$ cat src/rtl/router_fsm_nport.sv
// router_fsm_nport: 1xN packet-router control FSM (header decode, load sequencing, back-pressure, drop)
// Ports:
//   clk, resetn (async active-low)
//   pkt_valid, din[ADDR_W], parity_done, low_pkt_valid, fifo_full  - source / register-block inputs
//   fifo_empty[NUM_PORTS], soft_rst[NUM_PORTS]                      - per-port FIFO status
//   detect_add, lfd_state, ld_state, full_state, laf_state,
//   rst_int_reg, write_enb_reg, busy, drop_state                    - Moore decodes of state
//   drop_cause (0 invalid address, 1 wait timeout), addr_out[ADDR_W] - latched packet info
module router_fsm_nport #(
  parameter int NUM_PORTS    = 3,
  parameter int ADDR_W       = 2,
  parameter int WAIT_TIMEOUT = 32
) (
  input  logic                 clk,
  input  logic                 resetn,
  input  logic                 pkt_valid,
  input  logic [ADDR_W-1:0]    din,
  input  logic                 parity_done,
  input  logic                 low_pkt_valid,
  input  logic                 fifo_full,
  input  logic [NUM_PORTS-1:0] fifo_empty,
  input  logic [NUM_PORTS-1:0] soft_rst,
  output logic                 detect_add,
  output logic                 lfd_state,
  output logic                 ld_state,
  output logic                 full_state,
  output logic                 laf_state,
  output logic                 rst_int_reg,
  output logic                 write_enb_reg,
  output logic                 busy,
  output logic                 drop_state,
  output logic                 drop_cause,
  output logic [ADDR_W-1:0]    addr_out
);
  localparam int CW = (WAIT_TIMEOUT > 0) ? $clog2(WAIT_TIMEOUT + 1) : 1;
  localparam int NA = 2 ** ADDR_W;
  typedef enum logic [3:0] {
    DECODE_ADDRESS, LOAD_FIRST_DATA, LOAD_DATA, FIFO_FULL_STATE, LOAD_AFTER_FULL,
    LOAD_PARITY, CHECK_PARITY_ERROR, WAIT_TILL_EMPTY, DROP_PACKET
  } state_t;
  state_t state;
  logic [CW-1:0] wait_cnt;
  logic [NA-1:0] empty_ext, srst_ext;
  logic valid_addr, timeout;
  // widen per-port flags to the full address space so any din/addr_out indexes safely
  always_comb begin
    empty_ext = '0;
    empty_ext[NUM_PORTS-1:0] = fifo_empty;
    srst_ext = '0;
    srst_ext[NUM_PORTS-1:0] = soft_rst;
  end
  assign valid_addr = {1'b0, din} < (ADDR_W + 1)'(NUM_PORTS);
  assign timeout    = (WAIT_TIMEOUT > 0) && (wait_cnt == CW'(WAIT_TIMEOUT - 1));
  always_ff @(posedge clk or negedge resetn) begin
    if (!resetn) begin
      state      <= DECODE_ADDRESS;
      addr_out   <= '0;
      wait_cnt   <= '0;
      drop_cause <= 1'b0;
    end else begin
      if (state == DECODE_ADDRESS && pkt_valid) addr_out <= din;
      // saturating: never wraps even if WAIT were somehow held past terminal count
      wait_cnt <= (state != WAIT_TILL_EMPTY) ? '0 :
                  (wait_cnt == CW'(WAIT_TIMEOUT)) ? wait_cnt : wait_cnt + CW'(1);
      if (srst_ext[addr_out]) state <= DECODE_ADDRESS;
      else begin
        case (state)
          DECODE_ADDRESS: begin
            if (pkt_valid && !valid_addr) drop_cause <= 1'b0;
            state <= !pkt_valid ? DECODE_ADDRESS : !valid_addr ? DROP_PACKET :
                     empty_ext[din] ? LOAD_FIRST_DATA : WAIT_TILL_EMPTY;
          end
          LOAD_FIRST_DATA:    state <= LOAD_DATA;
          LOAD_DATA:          state <= fifo_full ? FIFO_FULL_STATE : !pkt_valid ? LOAD_PARITY : LOAD_DATA;
          FIFO_FULL_STATE:    state <= fifo_full ? FIFO_FULL_STATE : LOAD_AFTER_FULL;
          LOAD_AFTER_FULL:    state <= parity_done ? DECODE_ADDRESS : low_pkt_valid ? LOAD_PARITY : LOAD_DATA;
          LOAD_PARITY:        state <= CHECK_PARITY_ERROR;
          CHECK_PARITY_ERROR: state <= fifo_full ? FIFO_FULL_STATE : DECODE_ADDRESS;
          WAIT_TILL_EMPTY: begin
            if (!empty_ext[addr_out] && timeout) drop_cause <= 1'b1;
            state <= empty_ext[addr_out] ? LOAD_FIRST_DATA : timeout ? DROP_PACKET : WAIT_TILL_EMPTY;
          end
          DROP_PACKET:        state <= pkt_valid ? DROP_PACKET : DECODE_ADDRESS;
          default:            state <= DECODE_ADDRESS;
        endcase
      end
    end
  end
  assign detect_add    = state == DECODE_ADDRESS;
  assign lfd_state     = state == LOAD_FIRST_DATA;
  assign ld_state      = state == LOAD_DATA;
  assign full_state    = state == FIFO_FULL_STATE;
  assign laf_state     = state == LOAD_AFTER_FULL;
  assign rst_int_reg   = state == CHECK_PARITY_ERROR;
  assign drop_state    = state == DROP_PACKET;
  assign write_enb_reg = ld_state | laf_state | (state == LOAD_PARITY);
  assign busy          = lfd_state | full_state | laf_state | (state == LOAD_PARITY) |
                         rst_int_reg | (state == WAIT_TILL_EMPTY);
endmodule

$ cat config.mk
export PLATFORM = sky130hd
export DESIGN_NAME = router_fsm_nport
export DESIGN_NICKNAME = d
export VERILOG_FILES = /design/src/rtl/router_fsm_nport.sv
export SDC_FILE = /design/constraint.sdc
export NUM_CORES = 1
export LEC_CHECK = 0
export BUFFER_PORTS_ARGS = -buffer_cell sky130_fd_sc_hd__clkbuf_2
export CAP_MARGIN = 20
export CORE_MARGIN = 3
export CORE_UTILIZATION = 54
export CTS_CLUSTER_DIAMETER = 50
export CTS_CLUSTER_SIZE = 14
export DETAILED_ROUTE_END_ITERATION = 6
export HOLD_SLACK_MARGIN = 0.1
export PLACE_DENSITY = 0.89
export SETUP_SLACK_MARGIN = 0.3
export SLEW_MARGIN = 20
export SYNTH_ARGS = -nofsm -noshare
export SYNTH_HDL_FRONTEND = slang
export SYNTH_SLANG_ARGS = --single-unit
$ cat constraint.sdc
create_clock -name clk -period 4.6 [get_ports clk]
set_clock_uncertainty 0.15 [all_clocks]
set_input_delay 0.69 -clock clk [delete_from_list [all_inputs] [get_ports clk]]
set_output_delay 0.69 -clock clk [all_outputs]
set_load 0.02 [all_outputs]
* After elaboration in Yosys (flattened, before gate mapping)
Index checks and enable logic that the tools add are counted.
Word-level totals: register bits 13, output and inout bits 12, logic and storage cells 63
Cells by class: add/subtract/negate cells 1, magnitude comparators 3, eq/ne operators 14, mux-type cells 25, bitwise gates (word level) 8, reduce and logical (&&, ||, !) cells 8
Operator list (number):
- case mux 4 bit (9 select lines) | 1
- 2-to-1 mux 4 bit | 6
- 2-to-1 mux 3 bit | 6
- == test 4 x 3 -> 1 bit (second input constant) | 4
- 2-to-1 mux 6 bit | 2
- == test 4 x 2 -> 1 bit (second input constant) | 2
- bitwise OR 1 bit | 7
- adder 6 x 1 -> 6 bit (second input constant) | 1
- binary-select mux 1 bit (select 2 bit) | 3
- == test 6 x 5 -> 1 bit (second input constant) | 1
- == test 6 bit (second input constant) | 1
- < comparator 2 x 3 -> 1 bit (second input constant) | 2
- 2-to-1 mux 1 bit | 5
- == test 4 x 1 -> 1 bit (second input constant) | 1
- == test 4 bit (second input constant) | 1
- logical NOT 4 bit | 1
- inequality test 2 bit (second input constant) | 2
- inequality test 4 x 3 -> 1 bit (second input constant) | 1
- AND reduction 4 bit | 1
- logical AND 1 bit | 3
- logical NOT 1 bit | 2
- < comparator 2 bit (second input constant) | 1
- 2-to-1 mux 2 bit | 1
- inequality test 2 x 1 -> 1 bit (second input constant) | 1
- 3 further kinds | 3

* Longest topological paths before layout
depth after elaboration 7, mapped depth 6, depth with buffers taken out 6

* Least setup slack after synthesis
OpenSTA, ideal clock, no wires.
path kind register to output, start reg state[3], end out drop_state, arrival time 1.402 ns, slack 2.358 ns, cell stages (with the launch flop) 3, buffers on the path 1, cell sequence dfrtp_1 > clkbuf_1 > nor4b_1
On the way: cells in the longest elaborated chain, start to end 1
RTL lines:
- start, declared | RTL line 41 | state_t state;
- start signal, assigned | RTL line 70 | state <= !pkt_valid ? DECODE_ADDRESS : !valid_addr ? DROP_PACKET :
- start signal, assigned | RTL line 74 | LOAD_DATA: state <= fifo_full ? FIFO_FULL_STATE : !pkt_valid ? LOAD_PARITY : LOAD_DATA;
- start signal, assigned | RTL line 75 | FIFO_FULL_STATE: state <= fifo_full ? FIFO_FULL_STATE : LOAD_AFTER_FULL;
- == test 4 bit | RTL line 95 | assign drop_state = state == DROP_PACKET;
- end, declared | RTL line 31 | output logic drop_state,
Every way passes these cells.

* Worst setup path after layout
start reg state[3], end out laf_state
On the way: cells in the longest elaborated chain, start to end 1
RTL lines:
- == test 4 x 3 -> 1 bit | RTL line 93 | assign laf_state = state == LOAD_AFTER_FULL;
- end, declared | RTL line 27 | output logic laf_state,
Every way passes these cells.

==> run summary <==
The flow ran to the end, and the final reports show no timing, DRC or antenna violations. After legalization and detailed placement, the total HPWL measured 1615 um. The synthesis warning total came out at 0. For this run, the register share of the synthesized area comes to 0.3471. The count of instances resized after the clock tree is built came out at 0. After detailed routing, the average wire length per cell comes to 13.70 um. The post-synthesis sequential element count came out at 13. Summing all non-filler instances in the final layout gives an area of 1077 sq um. The path type of the worst setup path is reg -> out. In the synthesized netlist the async set-or-reset flop fraction comes to 1.000. The total wire length is just over 2000 um.

The root buffer cell chosen for the clock tree is clkbuf_4. The placed instance count came out at around 150. The tool flagged a number of max-cap violations equal to 0. VDD sags by at most roughly 370 uV. The number of distinct standard cells referenced by the synthesized netlist is slightly above 40. Data on the critical path is required at its endpoint by 3.76 ns. By area the synthesized netlist is led by dfrtp_1 (35%), nand2_1 (5.2%), mux2i_1 (4.3%), nor2_1 (3.6%), a31oi_1 (2.7%). The number of top-level pins is 26. Buffers added to address setup during post-CTS repair amount to 0.

The endpoint type of the worst setup path is an output pin. The die outline width is 47.66 um. For this configuration, the core starts out at a cell density of 0.5944. In the routed design, unresolved DRC markers number 0. The number of non-filler instances in the completed layout is 149. By count the netlist is led by dfrtp_1 (13), nand2_1 (13), nor2_1 (9). Yosys mapped a number of flops with a built-in enable equal to 0.

The highest layer touched by signal routing is met4. The share of the cycle needed by the critical path after routing came out at 0.5430. The share of post-route cells with drive strength above 1 is 0.2632. For this block, wires on met1 add up to just over 900 um. The die covers between 2000 and 2500 sq um.

The clock period minus final worst setup slack is 2.498 ns. The maximum clock frequency is about 0.4 GHz. The region available for standard cell placement spans around 1600 sq um.

The initial antenna violation count came out at 0. The wire length of the first global-routing pass came out at 3339 um. The power density normalized to cell area came out at roughly 470 nW/um^2.

The overflow left after global routing came out at 0. Of all nets on the critical path, the largest fanout is 14. The most critical setup path has its startpoint at state[3]$_DFF_PN0_. The final hold violation count is 0.

The clock latency on the worst-skew pair is between 0.2 and 0.3 ns. The number of hold buffers added after CTS is 0. The routed length on met2 came out at between 900 and 1000 um. The fraction of synthesized cell area taken by the top area cell type came out at 0.3471. The setup-violating endpoint count in the final report came out at 0. Dividing the detail-routed via count by the number of cells gives ~6.

After detailed placement, the total cell area comes to between 1000 and 1500 sq um. Summing over every cut layer, the via total after detailed routing is around 870. The average footprint of a synthesized cell is 8.677 sq um. Synthesis handed over a netlist of between 100 and 150 instances. STA classifies the critical path startpoint as a register. The area of the mapped netlist is 937.1 sq um.

The first TritonRoute pass finished after 4 iterations. The core occupancy in the finished layout is 0.6833. The number of buffers created by CTS came out at 3. The number of max-slew violations in the final report came to 0. The leading area contributor after synthesis is dfrtp_1. The overall die height is 47.66 um. The path class of the tightest hold or removal check is in -> async.

After the first detailed-routing iteration, the DRC count stood at 17. Clock-pin slew was measured on the worst setup and hold paths at 0.08 ns. The total number of clock tree sinks came out at 13.

Once detail routing completed, the nets flagged for antenna violations numbered 0. The area growth from synthesis to final layout came out at 14.95%. For this run, the leading register cell type out of synthesis is dfrtp_1. The overall track demand over capacity in global routing came out at 0.2140. The worst register-to-register path begins at state[3]$_DFF_PN0_.

The number of levels the H-tree was split into came out at 1. The static leakage came out at 0.4910 nW. The clock tree from TritonCTS is built. The count of buffers added on input and output ports is 25. At the worst endpoint, the arrival time is ~1.7 ns. The overall power consumption came out at about 0.00051 W.

Counting cells, the worst reg-to-reg path comes to 4. The global placement routability congestion came out at roughly 0.81. The worst-case headroom to the max-slew limit came out at 0.7221.

Adding up every negative setup slack in the final design gives 0 ns. The count of filler cells inserted in the layout came out at 138. Setup repair after global routing left no endpoint under its margin.

The maximum clock path buffer count is 2. The synthesized netlist net count is ~120. The via count of the first global-routing pass is slightly below 800.

The number of antenna diodes in the final layout is 0. The routed design uses approximately 140 um of met3 wire. The total number of nets in the final design is 150. For the pin with the worst max-slew slack, the measured transition is ~0.41 ns. The floorplan has 14 rows.

The maximum number of pins on one net before global-route repair came out at 15.
## state kept, by name, summed over array words and instances, names as in the netlist
register / flops
wait_cnt: 6
state: 4
addr_out: 2
drop_cause: 1
## power breakdown
part	internal [W]	switching [W]	total, W
Combinational	0.000102	0.000156	0.000258
Sequential	0.000134	0.0000477	0.000181
Clock	0.0000336	0.0000359	0.0000695
Total	0.000270	0.000240	0.000509
## placed cells by master (no fill, tap or decap), types with 2 or more instances in the layout
master,Yosys,routed
a21o_1,2,2
nand3_1,3,3
nor3b_1,3,3
inv_1,6,6
nand2b_1,3,3
nand3b_1,2,2
a211oi_1,2,2
nor2_1,9,9
nor2b_1,2,2
ha_1,2,2
xnor2_1,2,2
nor3_1,3,3
nand2_1,13,13
nor4_2,2,2
xor2_1,2,2
a21oi_1,3,3
dfrtp_1,13,13
or3b_1,2,2
a31oi_1,4,4
mux2i_1,4,4
clkbuf_2,0,25
nor2_2,2,2
or3_1,2,2
clkbuf_4,0,3
a22oi_1,3,3
## path summary, 6_finish.rpt
path	end	slack [ns]
worst min-delay path	wait_cnt[4]$_DFFE_PN0P_	0.14
worst max register to register	state[1]$_DFF_PN0_	2.75
worst min register to register	drop_cause$_DFFE_PN0P_	0.42
worst max-delay path	laf_state	2.10
max in group asynchronous	addr_out[1]$_DFFE_PN0P_	3.92
min in group clk	drop_cause$_DFFE_PN0P_	0.42
## per-layer routing
layer  vias to the layer above  track usage
met5                         -            0
met4                         0      0.05914
met3                         4      0.07895
met2                        29       0.3235
met1                       404       0.2887
li1                        435            -
## cell families (layout without fill, tap and decap cells)
group	Yosys count	count (layout)	synth area share
XOR/XNOR	4	4	0.03739
adder cells (fa/ha/maj)	2	2	0.02670
flip-flops	13	13	0.3471
buffers and inverters	10	35	0.05740
multiplexers	4	4	0.04273
AO/OA/AOI/OAI	20	20	0.1428
AND/OR/NAND/NOR	55	55	0.3458
## layout make-up
class	instances	area [sq um]	area share
tap	16	20.02	0.01858
inverter	6	22.52	0.02091
sequential	13	325.3	0.3020
timing repair buffer	25	125.1	0.1161
clock buffer	4	26.28	0.02439
multi-input combinational	85	558.0	0.5180
## metrics by stage
stage               hold slack [ns]  setup WS, ns
global placement             0.3977         2.443
detailed placement           0.3963         2.404
floorplan                    0.2444         2.358
CTS                          0.1458         2.094
finish                       0.1387         2.102
global route                 0.1489         2.020
## critical path, stage by stage, from the launching register on
cell and delay, ns:
dfrtp_1 0.52, or4b_4 0.63, inv_1 0.07, clkbuf_2 0.16
(Power assumes the default switching activity.)
